`src/rtl/multi_evt_counter.sv`:
```
// multi_evt_counter: NUM_CH independent WIDTH-bit event counters.
// Each channel counts single-cycle events. A per-channel clear resets the
// count, overflow flag and match pulse. Counters either wrap or saturate at
// their maximum. A global snapshot captures all counts atomically, and one
// channel at a time is read out through a registered mux.
//
// Ports:
//   clk_in         system clock, all logic on posedge
//   rst_in         synchronous reset, active low
//   en_in          global count enable
//   evt_in         per-channel event strobe
//   clr_in         per-channel clear (count, overflow, match)
//   snap_in        capture all pre-update counts into snapshot registers
//   sel_in         readout channel select (>= NUM_CH reads 0)
//   thresh_in      shared match threshold
//   rd_count_out   registered live count of the selected channel
//   rd_snap_out    registered snapshot of the selected channel
//   ovf_out        sticky overflow flag per channel
//   match_out      one-cycle pulse per channel when an increment hits thresh_in
//   snap_valid_out high once any snapshot has been taken
module multi_evt_counter #(
  parameter int unsigned NUM_CH   = 4,
  parameter int unsigned WIDTH    = 16,
  parameter bit          SATURATE = 1'b0,
  parameter int unsigned SEL_W    = (NUM_CH > 1) ? $clog2(NUM_CH) : 1
) (
  input  logic              clk_in,
  input  logic              rst_in,
  input  logic              en_in,
  input  logic [NUM_CH-1:0] evt_in,
  input  logic [NUM_CH-1:0] clr_in,
  input  logic              snap_in,
  input  logic [SEL_W-1:0]  sel_in,
  input  logic [WIDTH-1:0]  thresh_in,
  output logic [WIDTH-1:0]  rd_count_out,
  output logic [WIDTH-1:0]  rd_snap_out,
  output logic [NUM_CH-1:0] ovf_out,
  output logic [NUM_CH-1:0] match_out,
  output logic              snap_valid_out
);

  localparam logic [WIDTH-1:0] CNT_MAX = '1;

  logic [WIDTH-1:0]  count_q [NUM_CH];
  logic [WIDTH-1:0]  snap_q  [NUM_CH];
  logic [WIDTH-1:0]  count_d [NUM_CH];
  logic [NUM_CH-1:0] ovf_d;
  logic [NUM_CH-1:0] match_d;
  logic [WIDTH-1:0]  rd_count_d;
  logic [WIDTH-1:0]  rd_snap_d;

  // Per-channel next state: clear beats increment.
  always_comb begin
    for (int c = 0; c < int'(NUM_CH); c++) begin
      count_d[c] = count_q[c];
      ovf_d[c]   = ovf_out[c];
      match_d[c] = 1'b0;
      if (clr_in[c]) begin
        count_d[c] = '0;
        ovf_d[c]   = 1'b0;
      end else if (en_in && evt_in[c]) begin
        if (count_q[c] == CNT_MAX) begin
          ovf_d[c] = 1'b1;
          // A saturated hold is not a new arrival at the threshold.
          if (!SATURATE) begin
            count_d[c] = '0;
            match_d[c] = (thresh_in == '0);
          end
        end else begin
          count_d[c] = count_q[c] + WIDTH'(1);
          match_d[c] = (count_d[c] == thresh_in);
        end
      end
    end
  end

  // Readout mux; out-of-range selects match no channel and read 0.
  always_comb begin
    rd_count_d = '0;
    rd_snap_d  = '0;
    for (int c = 0; c < int'(NUM_CH); c++) begin
      if (sel_in == SEL_W'(c)) begin
        rd_count_d = count_q[c];
        rd_snap_d  = snap_q[c];
      end
    end
  end

  // State registers; snapshot takes the pre-update counts.
  always_ff @(posedge clk_in) begin
    if (!rst_in) begin
      for (int c = 0; c < int'(NUM_CH); c++) begin
        count_q[c] <= '0;
        snap_q[c]  <= '0;
      end
      ovf_out        <= '0;
      match_out      <= '0;
      snap_valid_out <= 1'b0;
      rd_count_out   <= '0;
      rd_snap_out    <= '0;
    end else begin
      for (int c = 0; c < int'(NUM_CH); c++) begin
        count_q[c] <= count_d[c];
        if (snap_in) begin
          snap_q[c] <= count_q[c];
        end
      end
      ovf_out   <= ovf_d;
      match_out <= match_d;
      if (snap_in) begin
        snap_valid_out <= 1'b1;
      end
      rd_count_out <= rd_count_d;
      rd_snap_out  <= rd_snap_d;
    end
  end

endmodule
```
`config.mk`:
```
export PLATFORM = sky130hd
export DESIGN_NAME = multi_evt_counter
export DESIGN_NICKNAME = d
export VERILOG_FILES = /design/src/rtl/multi_evt_counter.sv
export SDC_FILE = /design/constraint.sdc
export NUM_CORES = 1
export LEC_CHECK = 0
export BUFFER_PORTS_ARGS = -buffer_cell sky130_fd_sc_hd__buf_2
export CAP_MARGIN = 15
export CORE_MARGIN = 3
export CORE_UTILIZATION = 55
export DETAILED_ROUTE_END_ITERATION = 8
export PLACE_DENSITY = 0.74
export SLEW_MARGIN = 15
export SYNTH_ARGS = -nofsm -noshare
export SYNTH_HDL_FRONTEND = slang
export SYNTH_SLANG_ARGS = --single-unit
```
`constraint.sdc`:
```
create_clock -name clk_in -period 4.3 [get_ports clk_in]
set_input_delay 0.215 -clock clk_in [delete_from_list [all_inputs] [get_ports clk_in]]
set_output_delay 0.215 -clock clk_in [all_outputs]
set_load 0.01 [all_outputs]
```
==> results of run 1 <==
[worst max-delay path, cell delays in order, from the launching register on]
cell and delay (ps):
sky130_fd_sc_hd__dfxtp_1 550, sky130_fd_sc_hd__ha_1 300, sky130_fd_sc_hd__nand3_1 350, sky130_fd_sc_hd__nor4_1 890, sky130_fd_sc_hd__nand2b_1 310, sky130_fd_sc_hd__nor4_1 90
sky130_fd_sc_hd__nand4_1 120, sky130_fd_sc_hd__o31ai_1 90
[area by class of cell]
type | count | share of cell area [%]
inverters | 6 | 0.219
multi-input cells | 704 | 48.5
flip-flops and latches | 169 | 39.2
clock inverters | 11 | 0.975
clock buffers | 21 | 4.60
repair buffers | 75 | 3.78
well taps | 220 | 2.68
[stage by stage]
step	setup WS, ps	hold slack [ps]	instance area [sq um]	util, %	instances
final	1480	276	10300	61.2	1206
after global routing	1350	297	10300	61.2	1206
after global placement	1640	444	9680	57.8	1174
after detailed placement	1630	449	9680	57.8	1174
after CTS	1600	261	10300	61.2	1206
after floorplan	1830	458	9530	-	984
[metal layers]
| metal | vias up | part of all wire (%) |
|---|---|---|
| met5 | - | 0 |
| met4 | 0 | 3.5 |
| met3 | 65 | 9.4 |
| met2 | 414 | 46 |
| met1 | 3681 | 42 |
| li1 | 3549 | - |
[path summary, 6_finish.rpt]
| kind | startpoint | endpoint | slack [ps] | cells past startpoint |
|---|---|---|---|---|
| setup reg to reg | count_q[0][0] | match_out[0] | 1480 | 7 |
| hold reg to reg | snap_valid_out | snap_valid_out | 460 | 1 |
| hold / removal | clr_in[0] | count_q[0][4] | 280 | 4 |
| setup / recovery | count_q[0][0] | match_out[0] | 1480 | 7 |
[power by group through the flow]
stage / Clock, mW / Combinational (mW) / Sequential, mW
6_report: 1.49 / 0.248 / 1.71
5_1_grt: 1.57 / 0.266 / 1.71
4_1_cts: 1.51 / 0.244 / 1.71
3_5_place_dp: 0 / 0.243 / 1.74
3_3_place_gp: 0 / 0.240 / 1.74
2_1_floorplan: 0 / 0.173 / 1.74
[state kept, by name, summed over array words and instances (netlist names)]
register        flops
count_q            64
snap_q             64
rd_count_out       16
rd_snap_out        16
match_out           4
ovf_out             4
snap_valid_out      1
[cell usage in the layout, fill, tap and decap left out, types with 22 or more instances in the layout]
master,netlist,layout
sky130_fd_sc_hd__mux4_2,29,29
sky130_fd_sc_hd__xor2_1,42,42
sky130_fd_sc_hd__nor2_1,76,76
sky130_fd_sc_hd__nor3_1,24,24
sky130_fd_sc_hd__xnor2_1,60,60
sky130_fd_sc_hd__buf_2,38,70
sky130_fd_sc_hd__edfxtp_1,64,64
sky130_fd_sc_hd__a21oi_1,57,57
sky130_fd_sc_hd__and3_1,67,67
sky130_fd_sc_hd__nand2_1,49,49
sky130_fd_sc_hd__dfxtp_1,105,105
sky130_fd_sc_hd__nand3_1,39,39
sky130_fd_sc_hd__o21ai_0,38,38
sky130_fd_sc_hd__nor4_1,22,22
sky130_fd_sc_hd__and2_1,39,39
[cell families (layout without fill, tap and decap cells)]
| family | Yosys count | after routing | synth area share [%] |
|---|---|---|---|
| xor gates and xnor gates | 102 | 102 | 9.37 |
| buffers and inverters | 111 | 113 | 5.61 |
| AOI/OAI and AO/OA | 151 | 151 | 9.56 |
| and+or+nand+nor | 410 | 410 | 24.5 |
| adders and majority gates | 4 | 4 | 0.525 |
| DFF | 169 | 169 | 42.2 |
| muxes | 37 | 37 | 8.21 |
==> impl.org, run 1 <==
** Status
- The flow ran to the end, and the final reports show no timing, DRC or antenna violations.

** Synth
- Number of standard cells after synthesis :: 984
- In the synthesized netlist the async set-or-reset flop fraction comes to 0%.
- The synthesized design contains 64 enable-type register cells.
- The number of nets handed over by synthesis was 1018.
- Count of different cell masters after synthesis :: 75
- Library cell occupying the most area in the post-synthesis netlist :: sky130_fd_sc_hd__dfxtp_1
- Averaged over all synthesized cells, the footprint is 9.69 sq um.
- The top cell type by area accounts for 22.1% of the synthesized area.
- Counting flops and latches in the post-synthesis netlist gives 169.
- Dominant cells by area after synthesis :: sky130_fd_sc_hd__dfxtp_1 (22%), sky130_fd_sc_hd__edfxtp_1 (20%), sky130_fd_sc_hd__mux4_2 (6.9%), sky130_fd_sc_hd__xnor2_1 (5.5%), sky130_fd_sc_hd__and3_1 (4.4%)
- Sequential fraction of the synthesis area :: roughly 42%
- The most used flip-flop cell after synthesis is sky130_fd_sc_hd__dfxtp_1.
- After synthesis the cells add up to between 9000 and 10000 sq um.
- sky130_fd_sc_hd__dfxtp_1 is the most common cell in the netlist.
- Most numerous cell types in the synthesized netlist :: sky130_fd_sc_hd__dfxtp_1 (105), sky130_fd_sc_hd__nor2_1 (76), sky130_fd_sc_hd__and3_1 (67), sky130_fd_sc_hd__edfxtp_1 (64), sky130_fd_sc_hd__xnor2_1 (60)
- The Yosys step of the flow raised 0 warnings.

** Run
- Reported max-cap violation count :: 0

** Pwr
- The internal power of the cells totals 2.59 mW.
- Comb pwr share :: 7.2%
- Leakage component of the power :: approximately 3.9 nW
- The clock network accounts for roughly 43% of the total power.
- VDD sags by at most 0.000284 V.
- Net load switching power :: 0.855 mW
- In this run the power density over the cells is 336 nW/um^2.
- Reg power frac :: 49.5%
- Switching share of total power :: 24.8%
- Overall power consumption :: 3.45 mW

** Timing
- Final worst path period share :: 65.7%
- Final setup violating endpoints :: 0
- Highest clock frequency the design can meet :: 354 MHz
- For the pin with the worst max-slew slack, the measured transition is 965 ps.
- Setup TNS after final layout :: 0 ps
- Period minus WS final :: 2820 ps
- The final number of hold-violating endpoints came to 0.
- Measured against its own limit, the worst slew margin works out to a little over a third.
- Setup clock skew after layout :: 10.0 ps
- The max-slew violation total from the final report came to 0.
- Setup repair after global routing missed its margin :: no

** Die
- Die Width :: 138 um
- In this run the count of I/O pins placed on the die edge is 71.
- Die area :: 18900 sq um
- The die is between 100 and 150 um tall.
- The region available for standard cell placement spans 16800 sq um.
- Once the floorplan was initialized, standard cells occupied 56.9% of the core.
- The initialized floorplan defines 47 standard-cell rows.

** Clocking
- The clock tree synthesis step divided the H-tree into 4 levels.
- CTS root buf :: sky130_fd_sc_hd__clkbuf_16
- CTS Buffer Depth :: 2
- Clock latency on the worst-skew pair, taken at its later pin, is 440 ps.
- CTS tree :: yes
- The clock net in this run drives a total of 169 sinks.
- Clock tree synthesis inserted a total of 17 buffers.
- Buffers inserted to repair hold after CTS numbered 0.
- After clock tree synthesis, the clock-pin slew on the worst setup and hold paths is 70 ps.
- Setup Buffers After CTS :: 0
- Once the clock tree was built, the resizer swapped 0 gates to a different size.

** GRT
- Number of global-route vias before repair :: a little under 7000
- Number of antenna violations at the first check in global routing :: 0
- Wire length of the first global-routing pass :: approximately 40000 um
- For this run, the total global-route usage over all layers was measured as 27.8%.
- Entering global routing, the biggest net connects 67 pins.
- Most utilized layer in the global route result :: met2
- Global routing used 4.93% of the available met3 tracks.
- For this run, global-route usage on met2 was measured as roughly two fifths.
- GR Layer Usage met1 :: about two fifths
- The total overflow left after global routing is 0.

** Worst setup path
- Worst setup path class :: reg -> reg
- STA classifies the critical path endpoint as a register.
- The worst setup path is launched from a register.
- Data arrival time of the critical path :: roughly 3100 ps
- WP data required :: about 4600 ps
- Maximum fanout count along the critical path :: 11

** Drt
- The count of nets left with antenna violations once routing finished came out at 0.
- Summing over every cut layer, the via total after detailed routing is ~7700.
- After detailed routing, the number of remaining DRC violations is 0.
- After the first detailed-routing iteration, the DRC count stood at just under 800.
- Routed wire length :: 25800 um
- Via-per-instance ratio :: 6.39
- The first detailed-routing pass ran for 5 iterations.
- DR WL/cell :: 21.4 um

** Layout
- Counting the fill cells in the layout gives between 1000 and 1500.
- Reg area :: 4020 sq um
- Antenna diode instance count :: 0
- Post-synthesis to final-layout area growth :: 7.67%
- In the final design database the tool counted 1007 nets.
- The multi-input combinational cells in the finished layout cover a total of 4980 sq um.
- Fraction of layout cells with a size suffix above 1 :: 16.1%

** Placement
- The HPWL after detailed placement is 17800 um.
- Routability congestion estimate from global placement :: between 0.9 and 1
- Buffers on Ports :: 70

** Worst hold path
- HP Class :: in -> reg
No activity file was read; power rests on OpenSTA's default activity.
==> run 2: changes to the inputs <==
- clock period: 4.3 -> 2.8 ns (I/O delays scaled with it)
==> run 2 against run 1 <==
Sequential power up 53%. Cell count up 1.9%. Power up 50%. Largest cell class unchanged. Highest routed layer unchanged.
==> impl.org, run 2 (synthesis results as in run 1) <==
** Die
- The area of the core region was 16800 sq um (unchanged).
- Number of cell rows :: 47 (unchanged)
- Ports placed on the boundary :: 71 (unchanged)
- Die Width :: 138 um (unchanged)
- Die area :: 18900 sq um (unchanged)
- Height of the die :: 138 um (unchanged)
- Initial core utilization :: 56.9% (unchanged)

** Clocking
- The number of buffers created by CTS came to 17 (unchanged).
- CTS Buffer Depth :: 2 (unchanged)
- The post-cts repair resize count came to 0 (unchanged).
- Clock network latency to the later pin of the worst-skew pair :: 430 ps (about the same)
- The number of H-tree branching levels was 4 (unchanged).
- In this run the clock root is driven by a sky130_fd_sc_hd__clkbuf_16.
- The clock sink total is 169 (unchanged).
- Clock slew at the register clock pins of the worst setup and hold paths :: 60 ps (about the same)
- The number of hold-repair buffers added at the cts stage was 0 (unchanged).
- TritonCTS built the clock tree.
- The post-CTS setup-driven buffer insertion count is 0 (unchanged).

** Worst setup path
- The most critical setup path has its startpoint at count_q[1][1].
- The critical path is of the reg -> reg type.
- Among the stages of the critical path, the cell type that occurs most often is sky130_fd_sc_hd__or4_1.
- Critical Path Sink Type :: register
- The critical-path maximum fanout came to 8 (-3).
- The worst register-to-register path begins at count_q[1][1].
- Largest delay contributor family on the critical path :: simple AND/OR/NAND/NOR gates
- On the critical path, the stage with the largest delay is an instance of sky130_fd_sc_hd__or4_1.
- The delay of the slowest cell on the worst path was 540 ps (-350 ps).
- Cells along the critical path :: ha_1 > nand4_1 > or4_1 > a21oi_1 > o22ai_1 > or4_1 > o32ai_1
- The required arrival time at the worst endpoint was 3130 ps (-1490 ps).
- Data arrival time of the critical path :: 2750 ps (-390 ps)
- The buffering stage count on the worst path with inverters included was 0 (unchanged).
- Kind of start point of the critical path :: register

** Layout
- Fraction of layout cells with a size suffix above 1 :: 18.0% (+1.9 points)
- Largest registers :: count_q (64), snap_q (64)
- Fillcell total :: 1413 (+1.5%)
- The total area of sequential cells was 4020 sq um (unchanged).
- Most frequent cells in the layout :: sky130_fd_sc_hd__dfxtp_1 (105), sky130_fd_sc_hd__nor2_1 (76), sky130_fd_sc_hd__buf_2 (70), sky130_fd_sc_hd__and3_1 (67), sky130_fd_sc_hd__edfxtp_1 (64)
- Post-synthesis to final-layout area growth :: 9.05%
- Post-layout utilization of the core :: 62.0% (+0.78 points)
- Layout Cell Area excl Fill :: 10400 sq um (+1.3%)
- Antenna diode instance count :: 0 (unchanged)
- Number of cells in the finished layout apart from fillers :: 1229 (+1.9%)
- Layout net count :: 1030 (+2.3%)
- Most common cell after layout, fill and taps aside :: sky130_fd_sc_hd__dfxtp_1
- The multi-input combinational cell area was 4970 sq um (-0.10%).

** Drt
- DR iter-0 viols :: 704 (-10%)
- Via-per-instance ratio :: 6.24 (-2.4%)
- Number of antenna-violating nets in the routed design :: 0 (unchanged)
- The routed wirelength normalized by instance count came to 21.2 um (-0.70%).
- The number of search-and-repair iterations in the first detailed-routing pass came to 7 (+2).
- The routed wire length was 26100 um (+1.2%).
- The number of vias after detailed routing came to 7666 (-0.56%).
- DRC violation count after routing :: 0 (unchanged)

** Pwr
- Internal cell power :: 3.91 mW (+51%)
- Reg power frac :: 50.6% (+1.1 points)
- The ratio of total power to cell area is 498 nW/um^2 (+48%).
- Overall power consumption :: 5.18 mW (+50%)
- Maximum resistive drop on vdd :: 0.000459 V (+62%)
- Leakage component of the power :: 3.95 nW (+2.3%)
- Share of total power in the clock network :: 41.9% (-1.4 points)
- The switching power share of the total was 24.5% (-0.30 points).
- The part of the total power dissipated in combinational logic was 7.6% (+0.4 points).
- The switching power came to 1.27 mW (+48%).

** GRT
- Wire length of the first global-routing pass :: 40600 um (+2.2%)
- The largest net degree at the start of global routing is 66 (-1.5%).
- The via count of the first global-routing pass came to 7272 (+5.6%).
- The number of antenna violations at the first check in global routing was 0 (unchanged).
- The total overflow reported by the global router is 0 (unchanged).
- The global-route total usage across every layer was 28.4% (+0.67 points).

** Placement
- The cell count after placement came to 1197 (+2.0%).
- The worst slack at placement was 411 ps (-1220 ps).
- The final estimated routing congestion in global placement was 0.934 (-1.5%).
- The instance area after placement came to 9860 sq um (+1.8%).
- DP Wirelength :: 18400 um (+3.1%)
- Buffers on Ports :: 70 (unchanged)

** Timing
- The worst relative slew slack was 46.5% (+11 points).
- The max-slew violation total from the final report is 0 (unchanged).
- The ratio of final minimum period to clock period was 86.6% (+21 points).
- Setup clock skew after layout :: 8.53 ps (-1.46 ps)
- The total negative slack is 0 ps (unchanged).
- The final number of hold-violating endpoints was 0 (unchanged).
- Pin slew with the least headroom to its limit :: 802 ps (-163 ps)
- Final setup violating endpoints :: 0 (unchanged)
- The post-route worst setup slack was 376 ps (-1100 ps).
- Period minus WS final :: 2420 ps (-399 ps)
- Highest clock frequency the design can meet :: 413 MHz (+16%)
- The worst hold slack after final layout came to 234 ps (-42.2 ps).
- Setup repair after global routing left no endpoint under its margin.

** Run
- Reported max-cap violation count :: 0 (unchanged)

** Status
- The flow ran to the end, and the final reports show no timing, DRC or antenna violations.

** Worst hold path
- HP Class :: in -> reg
- Launch point of the worst hold path :: clr_in[1]
-- run 2: final cells by class --
class | instances | area share (%)
clock inverters | 13 | 0.891
multi-input cells | 704 | 47.9
clock buffers | 19 | 4.26
inverters | 6 | 0.217
well taps | 220 | 2.65
repair buffers | 98 | 5.39
flip-flops and latches | 169 | 38.7
-- run 2: worst reg2reg max path, delay by kind of cell, from the launching register on --
family | cells | cell delay, ps
adder cells (fa/ha/maj) | 1 | 400
flip-flops | 1 | 480
AO/OA/AOI/OAI | 3 | 320
AND/OR/NAND/NOR | 3 | 1130
-- run 2: layer usage --
layer  part of all wire [%]  wire [um]  vias to the layer above  global-route usage (%)
li1                       -          -                     3590                       -
met1                     40      10400                     3604                    37.6
met2                     45      11800                      387                    43.3
met3                     10       2610                       85                    6.65
met4                    4.9       1280                        0                    15.4
met5                      0          0                        -                       0
-- run 2: power groups by stage --
stage	Clock [mW]	Combinational (mW)	Sequential, mW
after global routing	2.29	0.422	2.62
after global placement	0	0.380	2.67
final	2.17	0.392	2.62
after floorplan	0	0.265	2.68
after CTS	2.19	0.388	2.62
after detailed placement	0	0.386	2.67
-- run 2: worst paths after layout --
check	cells past startpoint	slack (ps)	endpoint
worst max-delay path	7	380	match_out[1]
worst min-delay path	4	230	count_q[1][3]
worst max register to register	7	380	match_out[1]
worst min register to register	2	470	ovf_out[2]
==> run 3: changes to the inputs <==
- CORE_UTILIZATION: 55 -> 61
- PLACE_DENSITY: 0.74 -> 0.81
==> run 3 against run 2 <==
Utilization grew 6.3 points. Maximum frequency decreased by 4.2%. Count of clock-buffer cells in the layout increased by 1. Critical path depth stayed put. Non-clock buffer count down 5. Final area is 0.34% higher. Sequential share of layout area is 0.13 points lower. Via count increased by 1.7%. Routed wire length fell by 3.3%. Die area fell by 9.4%. Combinational power barely moved. Critical path type unchanged. Critical endpoint unchanged. Highest routed layer unchanged.
==> impl.org, run 3 (synthesis results as in run 1) <==
** Layout
- The largest registers in the layout are count_q (64), snap_q (64).
- Post-synthesis to final-layout area growth :: 9.41%
- The net count reported at finish was 1025 (-0.49%).
- Most common cell after layout, fill and taps aside :: sky130_fd_sc_hd__dfxtp_1
- The library cells used most frequently in the layout, excluding fill and tap cells, are sky130_fd_sc_hd__dfxtp_1 (105), sky130_fd_sc_hd__nor2_1 (76), sky130_fd_sc_hd__buf_2 (70), sky130_fd_sc_hd__and3_1 (67), sky130_fd_sc_hd__edfxtp_1 (64).
- Fraction of layout cells with a size suffix above 1 :: 17.8% (-0.21 points)
- The total inserted antenna cells came to 0 (unchanged).
- Number of cells in the finished layout apart from fillers :: 1215 (-1.1%)

** Worst setup path
- The required arrival time at the worst endpoint came to 3140 ps (about the same).
- The critical-path maximum fanout was 9 (+1).
- Most frequent cell on the critical path :: sky130_fd_sc_hd__or4_1
- Data arrival time of the critical path :: 2870 ps (+120 ps)
- The worst setup slack for register-to-register paths came to 270 ps (-110 ps).
- Slowest library cell on the worst path :: sky130_fd_sc_hd__or4_1
- Critical Path Sink Type :: register
- Maximum single-stage delay on the critical path :: 550 ps (about the same)
- The worst register-to-register path ends at match_out[1].
- The worst register-to-register path begins at count_q[1][0].
- The worst setup path is launched from a register.
- The critical path is of the reg -> reg type.
- Buffers plus inverters on the worst setup path :: 0 (unchanged)
- The critical path goes through ha_1 > nand4_1 > or4_1 > a21oi_1 > o22ai_1 > or4_1 > o32ai_1.
- The kind of cell with the highest combined delay along the critical path is simple AND/OR/NAND/NOR gates.
- The cell depth of the worst flop-to-flop path came to 7 (unchanged).

** Clocking
- The clock sink total is 169 (unchanged).
- Setup Buffers After CTS :: 0 (unchanged)
- The number of hold-repair buffers added at the cts stage came to 0 (unchanged).
- CTS tree :: yes
- The number of buffers created by CTS was 17 (unchanged).
- The register clock-pin slew on the reported worst setup and hold paths is 70 ps (about the same).
- Quantity of gates resized following cts :: 0 (unchanged)
- CTS root buf :: sky130_fd_sc_hd__clkbuf_16
- CTS Buffer Depth :: 2 (unchanged)
- The insertion delay of the later-clocked pin in the worst-skew pair is 440 ps (about the same).
- The number of H-tree branching levels was 4 (unchanged).

** GRT
- Wire length of the first global-routing pass :: 39200 um (-3.4%)
- The total overflow reported by the global router came to 0 (unchanged).
- The number of antenna violations at the first check in global routing was 0 (unchanged).
- Total global routing track utilization :: 30.5% (+2.0 points)
- Maximum number of pins on one net before global-route repair :: 79 (+20%)
- Number of global-route vias before repair :: 7118 (-2.1%)

** Worst hold path
- HP Class :: in -> reg
- The number of instances on the worst hold path is 4 (unchanged).
- Launch point of the worst hold path :: clr_in[1]
- Hold Crit Endpoint :: count_q[1][5]

** Drt
- DR iter-0 viols :: 948 (+35%)
- The routed wire length was 25200 um (-3.3%).
- Number of antenna-violating nets in the routed design :: 0 (unchanged)
- Via-per-instance ratio :: 6.42 (+2.9%)
- DR WL/cell :: 20.7 um (-2.2%)
- Vias :: 7795 (+1.7%)
- DRC violation count after routing :: 0 (unchanged)
- The number of search-and-repair iterations in the first detailed-routing pass came to 5 (-2).

** Die
- The number of cell rows is 45 (-4.3%).
- The width of the die came to 131 um (-4.8%).
- Height of the die :: 131 um (-4.8%)
- Die area :: 17200 sq um (-9.4%)
- The area of the core region is 15300 sq um (-9.0%).
- Initial core utilization :: 62.5% (+5.6 points)
- The number of primary I/O pins was 71 (unchanged).

** Timing
- The ratio of final minimum period to clock period came to 90.4% (+3.8 points).
- The final critical path time including I/O delays and setup was 2530 ps (+107 ps).
- The slew of the pin with the lowest slew margin was 781 ps (-21.5 ps).
- The final count of negative-setup-slack endpoints came to 0 (unchanged).
- Setup repair after global routing missed its margin :: no
- The max-slew violation total from the final report was 0 (unchanged).
- The total negative slack came to 0 ps (unchanged).
- The final clock skew was 6.79 ps (-1.74 ps).
- Hold WS :: 191 ps (-43.0 ps)
- The maximum clock rate was 395 MHz (-4.2%).
- The worst relative slew slack came to 47.9% (+1.4 points).
- Final hold violation count :: 0 (unchanged)

** Status
- The flow ran to the end, and the final reports show no timing, DRC or antenna violations.

** Placement
- The number of buffer cells added on primary ports was 70 (unchanged).
- DP Wirelength :: 17500 um (-4.6%)
- Count of placed standard cells including taps :: 1183 (-1.2%)
- The final estimated routing congestion in global placement was 0.955 (+2.2%).

** Pwr
- The peak supply drop is 0.000417 V (-9.3%).
- The ratio of total power to cell area is 515 nW/um^2 (+3.4%).
- The standby leakage power was 3.98 nW (+0.65%).

** Run
- The number of max-capacitance violations reported came to 0 (unchanged).
## run 3: how the worst max path moves through the flow
| stage | end | cells after the start | slack, ps | from |
|---|---|---|---|---|
| after floorplan | snap_q[0][0] | 2 | 400 | snap_in |
| after global placement | match_out[1] | 7 | 400 | count_q[1][0] |
| after detailed placement | match_out[1] | 7 | 310 | count_q[1][0] |
| after CTS | match_out[1] | 7 | 300 | count_q[1][0] |
| after global routing | match_out[1] | 7 | 70 | count_q[1][0] |
| final | match_out[1] | 7 | 270 | count_q[1][0] |
## run 3: per-layer routing
metal	GRT usage, %	share of wire, %
met5	0	0
met4	15.2	4.7
met3	7.52	12
met2	46.3	45
met1	40.8	39
## run 3: through the flow
stage	instance area, sq um	setup slack [ps]	power (mW)	utilization [%]
6_report	10400	269	5.37	68.3
5_1_grt	10400	69.5	5.55	68.3
4_1_cts	10400	297	5.41	68.3
3_5_place_dp	9830	306	3.06	64.4
3_3_place_gp	9830	400	3.05	64.4
2_1_floorplan	9530	402	2.94	-
## run 3: layout make-up
class                      count  area, sq um
clock inverter                12          128
sequential                   169         4020
inverter                       6         22.5
multi-input combinational    704         4970
clock buffer                  20          467
fill                        1181         4830
timing repair buffer          93          548
tap                          211          264
## run 3: worst register-to-register path, cell delays in order, from the launching register on
cell and delay, ps:
sky130_fd_sc_hd__dfxtp_1 530, sky130_fd_sc_hd__ha_1 400, sky130_fd_sc_hd__nand4_1 200, sky130_fd_sc_hd__or4_1 550
sky130_fd_sc_hd__a21oi_1 150, sky130_fd_sc_hd__o22ai_1 80, sky130_fd_sc_hd__or4_1 400, sky130_fd_sc_hd__o32ai_1 110
## run 3: report_power, final
part | total, mW | switching [mW] | internal [mW]
Clock | 2.36 | 1.04 | 1.33
Sequential | 2.62 | 0.0194 | 2.60
Combinational | 0.392 | 0.244 | 0.148
